`src/rtl/vga_draw_arbiter_pkg.sv`:
```
`default_nettype none
// +--------------------------------------------------------------------+
// | vga_pkg : shared FSM encoding and screen defaults for VGA drawing   |
// | Rev 1.0                                                             |
// +--------------------------------------------------------------------+
package vga_pkg;

    typedef enum logic [0:0] {
        IDLE = 1'b0,
        OWN  = 1'b1
    } state_e;

    // 160x120 frame buffer with 3-bit colour
    localparam int c_SCREEN_W = 160;
    localparam int c_SCREEN_H = 120;
    localparam int c_DEF_X_W  = 8;
    localparam int c_DEF_Y_W  = 7;
    localparam int c_DEF_C_W  = 3;

endpackage
`default_nettype wire

```
`src/rtl/vga_rr_pick.sv`:
```
`default_nettype none
// +--------------------------------------------------------------------+
// | vga_rr_pick : combinational winner select, fixed or rotating start  |
// | Rev 1.0                                                             |
// +--------------------------------------------------------------------+
module vga_rr_pick #(
    parameter int NUM_SRC = 3,
    parameter int IDX_W   = $clog2(NUM_SRC)
) (
    input  logic [NUM_SRC-1:0] req_i,
    input  logic [IDX_W-1:0]   ptr_i,
    input  logic               mode_i,
    output logic [NUM_SRC-1:0] winner_o,
    output logic [IDX_W-1:0]   idx_o,
    output logic               valid_o
);

    logic [IDX_W:0]   w_sum;
    logic [IDX_W-1:0] w_idx;

    always_comb begin
        winner_o = '0;
        idx_o    = '0;
        valid_o  = 1'b0;
        w_sum    = '0;
        w_idx    = '0;
        for (int k = 0; k < NUM_SRC; k++) begin
            // Scan starts at ptr in rotating mode, at 0 otherwise, wrapping at NUM_SRC
            w_sum = {1'b0, (mode_i ? ptr_i : {IDX_W{1'b0}})} + (IDX_W+1)'(k);
            if (w_sum >= (IDX_W+1)'(NUM_SRC)) begin
                w_sum = w_sum - (IDX_W+1)'(NUM_SRC);
            end
            w_idx = w_sum[IDX_W-1:0];
            if (!valid_o && req_i[w_idx]) begin
                valid_o         = 1'b1;
                winner_o[w_idx] = 1'b1;
                idx_o           = w_idx;
            end
        end
    end

endmodule
`default_nettype wire

```
`src/rtl/vga_draw_arbiter.sv`:
```
`default_nettype none
// +--------------------------------------------------------------------+
// | vga_draw_arbiter : grants one drawing source at a time to the VGA   |
// | adapter and forwards its pixel stream. Rev 1.0                      |
// +--------------------------------------------------------------------+
module vga_draw_arbiter
    import vga_pkg::*;
#(
    parameter int NUM_SRC   = 3,
    parameter int X_W       = c_DEF_X_W,
    parameter int Y_W       = c_DEF_Y_W,
    parameter int C_W       = c_DEF_C_W,
    parameter int RR        = 0,
    parameter int MAX_BURST = 0
) (
    input  logic                   clock,
    input  logic                   resetn,
    input  logic [NUM_SRC-1:0]     src_req,
    input  logic [NUM_SRC-1:0]     src_done,
    input  logic [NUM_SRC-1:0]     src_plot,
    input  logic [NUM_SRC*X_W-1:0] src_x,
    input  logic [NUM_SRC*Y_W-1:0] src_y,
    input  logic [NUM_SRC*C_W-1:0] src_colour,
    output logic [NUM_SRC-1:0]     grant,
    output logic [X_W-1:0]         x,
    output logic [Y_W-1:0]         y,
    output logic [C_W-1:0]         colour,
    output logic                   plot,
    output logic                   busy
);

    localparam int IDX_W = $clog2(NUM_SRC);
    localparam int CNT_W = (MAX_BURST > 1) ? $clog2(MAX_BURST) : 1;
    localparam logic [CNT_W-1:0] c_LIMIT = (MAX_BURST > 0) ? CNT_W'(MAX_BURST - 1) : '0;

    logic [X_W-1:0] w_x   [NUM_SRC];
    logic [Y_W-1:0] w_y   [NUM_SRC];
    logic [C_W-1:0] w_col [NUM_SRC];

    for (genvar i = 0; i < NUM_SRC; i++) begin : g_unpack
        assign w_x[i]   = src_x[i*X_W +: X_W];
        assign w_y[i]   = src_y[i*Y_W +: Y_W];
        assign w_col[i] = src_colour[i*C_W +: C_W];
    end

    state_e             state_q, state_d;
    logic [NUM_SRC-1:0] grant_q, grant_d;
    logic [IDX_W-1:0]   owner_q, owner_d;
    logic [IDX_W-1:0]   ptr_q, ptr_d;
    logic [CNT_W-1:0]   cnt_q, cnt_d;
    logic [X_W-1:0]     x_q, x_d;
    logic [Y_W-1:0]     y_q, y_d;
    logic [C_W-1:0]     colour_q, colour_d;
    logic               plot_q, plot_d;

    logic [NUM_SRC-1:0] w_win;
    logic [IDX_W-1:0]   w_win_idx;
    logic               w_any;
    logic               w_rr_mode;
    logic               w_release;
    logic [IDX_W-1:0]   w_ptr_next;

    assign w_rr_mode = (RR != 0);

    vga_rr_pick #(
        .NUM_SRC (NUM_SRC),
        .IDX_W   (IDX_W)
    ) u_pick (
        .req_i    (src_req),
        .ptr_i    (ptr_q),
        .mode_i   (w_rr_mode),
        .winner_o (w_win),
        .idx_o    (w_win_idx),
        .valid_o  (w_any)
    );

    // Only the owner's done flag or the burst limit ends ownership
    assign w_release  = src_done[owner_q] || ((MAX_BURST > 0) && (cnt_q == c_LIMIT));
    assign w_ptr_next = (owner_q == IDX_W'(NUM_SRC - 1)) ? '0 : owner_q + IDX_W'(1);

    always_comb begin
        state_d  = state_q;
        grant_d  = grant_q;
        owner_d  = owner_q;
        ptr_d    = ptr_q;
        cnt_d    = cnt_q;
        x_d      = x_q;
        y_d      = y_q;
        colour_d = colour_q;
        plot_d   = 1'b0;
        case (state_q)
            IDLE: begin
                if (w_any) begin
                    state_d = OWN;
                    grant_d = w_win;
                    owner_d = w_win_idx;
                    cnt_d   = '0;
                end
            end
            OWN: begin
                x_d      = w_x[owner_q];
                y_d      = w_y[owner_q];
                colour_d = w_col[owner_q];
                plot_d   = src_plot[owner_q];
                if (w_release) begin
                    state_d = IDLE;
                    grant_d = '0;
                    ptr_d   = w_ptr_next;
                end else begin
                    cnt_d = cnt_q + CNT_W'(1);
                end
            end
            default: begin
                state_d = IDLE;
                grant_d = '0;
            end
        endcase
    end

    always_ff @(posedge clock) begin
        if (!resetn) begin
            state_q  <= IDLE;
            grant_q  <= '0;
            owner_q  <= '0;
            ptr_q    <= '0;
            cnt_q    <= '0;
            x_q      <= '0;
            y_q      <= '0;
            colour_q <= '0;
            plot_q   <= 1'b0;
        end else begin
            state_q  <= state_d;
            grant_q  <= grant_d;
            owner_q  <= owner_d;
            ptr_q    <= ptr_d;
            cnt_q    <= cnt_d;
            x_q      <= x_d;
            y_q      <= y_d;
            colour_q <= colour_d;
            plot_q   <= plot_d;
        end
    end

    assign grant  = grant_q;
    assign x      = x_q;
    assign y      = y_q;
    assign colour = colour_q;
    assign plot   = plot_q;
    assign busy   = (state_q == OWN);

endmodule
`default_nettype wire

```
`config.mk`:
```
export PLATFORM = sky130hd
export DESIGN_NAME = vga_draw_arbiter
export DESIGN_NICKNAME = d
export VERILOG_FILES = /design/src/rtl/vga_draw_arbiter_pkg.sv /design/src/rtl/vga_rr_pick.sv /design/src/rtl/vga_draw_arbiter.sv
export SDC_FILE = /design/constraint.sdc
export NUM_CORES = 1
export LEC_CHECK = 0
export BUFFER_PORTS_ARGS = -buffer_cell sky130_fd_sc_hd__buf_2
export CAP_MARGIN = 20
export CORE_ASPECT_RATIO = 0.6
export CORE_MARGIN = 5
export CORE_UTILIZATION = 46
export CTS_BUF_LIST = sky130_fd_sc_hd__clkbuf_4
export DETAILED_ROUTE_END_ITERATION = 12
export HOLD_SLACK_MARGIN = 0.08
export PLACE_DENSITY_LB_ADDON = 0.12
export SYNTH_ARGS = -nofsm -noshare
export SYNTH_HDL_FRONTEND = slang
export SYNTH_SLANG_ARGS = --single-unit
```
`constraint.sdc`:
```
create_clock -name clock -period 2.4 [get_ports clock]
set_input_delay 0.12 -clock clock [delete_from_list [all_inputs] [get_ports clock]]
set_output_delay 0.12 -clock clock [all_outputs]
set_load 0.005 [all_outputs]
```
==> reports/results.txt <==
Leak pwr: 0.925 nW
Hpwl dp: 3.06 mm
Hold Crit Class: input port to flip-flop
VDD IR max: 352 uV
Clock root cell: clkbuf_4
Yosys top cell area share: 38.8%
DR iter-0 viols: 81
Worst setup EP type: flip-flop
Top post-synthesis cells by area: dfxtp_1 (39%), mux2_2 (16%), a21oi_1 (14%), o21ai_0 (8.9%), nand2_1 (5.8%)
Fin Setup TNS: 0 ns
Slew Viols, Final: 0
First-pass GRT wire length: 6.75 mm
Via count: 1493
CP max FO: 13
Comb pwr share: 30.5%
Die X: 78.4 um
CTS Buffer Depth: 2
Max stage delay on crit path: 0.69 ns
Largest net degree at the start of global routing: 23
Overall Global Routing Usage: 20.9%
R2R cell count: 3
Critical R2R Launch: owner_q[0]
Initial antenna violation count: 0
Min Hold Slack: 0.0857 ns
Worst EP required: 2.62 ns
Flop2flop setup slack: 0.68 ns
Skew final: 0.00157 ns
GRT overflow: 0
Post-CTS Setup Inserts: 0
Clk Latency, worst-skew pair: 0.32 ns
WS Path Type: flip-flop to flip-flop
Hold Crit Start: src_x[22]
Final ANT Viol Nets: 0
Final min period: 1.72 ns
Mapped Area: 1290 um2
Max_slew headroom: 59.2%
Clock network fraction of total power: 18.9%
Worst slew pin tran: 0.611 ns
Area Growth Syn to Fin: 43.4%
Routed vias/inst: 5.28
Cts bufs inserted: 3
Hold depth: 3
Core ar.: 2590 um2
Internal: 0.000684 W
Critical Path AT: 1.94 ns
DRC violations left: 0
Synthesized netlist cell count: 160
Period Utilization, post-route: 71.5%
Post-synthesis sequential element count: 25
Routed WL: 4.11 mm
Vert. Die Dim: 51.0 um
Post-CTS Hold Buffers: 8
Psw: 0.000305 W
Post-Syn Nets: 225
Largest area contributor in the netlist: dfxtp_1
Clock transition at path regs: 0.13 ns
Crit path cell chain: mux2_1 > a221o_1 > o32ai_1
RD Place Congestion: 0.879
Setup violations, final: 0
Boundary pin count: 88
Diodes inserted: 0
Critical R2R Capture: grant[0]
IO Port Bufs: 87
Hold Path End: x[6]
Die Area: 4000 um2
Syn_area_per_cell: 8.07 um2
CP Launch Type: flip-flop
CTS H-tree depth: 1
Switching Fraction: 30.8%
CTS tree: done
Fraction of layout cells with a size suffix above 1: 45.4%
Total power per unit cell area: 534 nW/um2
CP max-delay cell: dfxtp_1
Fmax: 582 MHz
Fin. Hold Viols: 0
Post_cts resized: 0
Outcome: finished, final reports clean
Max cap viols: 0
# clock sinks: 25
Initial cell density of the core: 49.8%
Synth cell types: 23
Unrepaired setup endpoints after global routing: false
Vias in the first global route: 1494
Seq/Total Area, Yosys: 38.8%
Pre-antenna DRT Iters: 4
Seq pwr share: 50.6%
Synth warn: 0
Fin nets: 317
Row cnt: 14
Avg WL per Cell: 14.5 um
[cell usage in the layout, fill, tap and decap left out, types with 2 or more instances in the layout]
master / Yosys / layout
dfxtp_1: 25 / 25
dlygate4sd3_1: 0 / 9
buf_4: 0 / 4
a21oi_1: 36 / 36
nor2b_1: 2 / 2
buf_2: 5 / 87
nor2_1: 6 / 6
clkbuf_4: 0 / 3
nand2_1: 20 / 20
o22ai_1: 2 / 2
mux2_2: 18 / 18
o21ai_0: 23 / 23
mux2_1: 2 / 2
inv_1: 3 / 3
[flip-flops by register name, summed over array words and instances (netlist names)]
name	cells
busy	1
y	7
owner_q	2
x	8
grant	3
colour	3
plot	1
[worst max-delay path, delay by kind of cell (launching register included)]
family | cells | cell delay, ns
compound gates | 2 | 0.54
flops | 1 | 0.69
mux | 1 | 0.39
[area by class of cell]
type	count	area, um2
Clock buffer	3	22.5
Sequential cell	25	500
Inverter	3	11.3
Timing Repair Buffer	100	556
Multi-Input combinational cell	119	717
Fill cell	207	741
Clock inverter	1	5.00
Tap cell	32	40.0
[synth_stat cells (all sizes together)]
cell,instances
nor2b,2
a211oi,1
nor2,6
a22oi,1
a221o,1
o21ai,24
mux2,20
inv,3
o211ai,1
or2,1
nand2,20
o22ai,2
a21oi,36
nor3,1
a221oi,1
buf,6
dfxtp,25
nor3b,1
clkbuf,7
o32ai,1
[power by group through the flow]
stage	Combinational, W	Clock (W)	Sequential [W]
global placement	0.000281	0	0.000507
finish	0.000302	0.000187	0.000500
floorplan	0.000164	0	0.000502
CTS	0.000302	0.000194	0.000500
detailed placement	0.000290	0	0.000509
global route	0.000338	0.000217	0.000507
[cells by family (layout without fill, tap and decap cells)]
| group | after synthesis | after routing | synth area share [%] |
|---|---|---|---|
| muxes | 20 | 20 | 17.4 |
| and+or+nand+nor | 31 | 31 | 9.98 |
| DFF | 25 | 25 | 38.8 |
| buffers and inverters | 16 | 107 | 5.72 |
| AOI/OAI and AO/OA | 68 | 68 | 28.1 |
[per-layer routing]
metal / share of wire, % / up-vias / track usage, %
met2: 51 / 43 / 39.1
met1: 43 / 695 / 25.0
li1: - / 753 / -
met4: 0.32 / 0 / 3.78
met3: 5.8 / 2 / 4.91
met5: 0 / - / 0
[metrics by stage]
stage                     setup slack (ns)  utilization [%]  total power (W)  instance area (um2)  cells
final                                0.683             71.4         0.000989                 1850    283
after global routing                 0.584             71.4          0.00106                 1850    283
after CTS                            0.691             71.0         0.000995                 1840    282
after detailed placement             0.741             66.9         0.000799                 1730    270
after global placement               0.826             66.9         0.000788                 1730    270
after floorplan                       1.12                -         0.000666                 1290    160
[worst max-delay path by stage]
stage	depth (start not counted)	to	start	slack, ns
floorplan	4	colour[2]	owner_q[0]	1.12
global route	3	grant[0]	owner_q[0]	0.58
CTS	3	grant[0]	owner_q[0]	0.69
finish	3	grant[0]	owner_q[0]	0.68
global placement	3	busy	owner_q[0]	0.83
detailed placement	3	grant[0]	owner_q[0]	0.74
No activity file was read; power rests on OpenSTA's default activity.
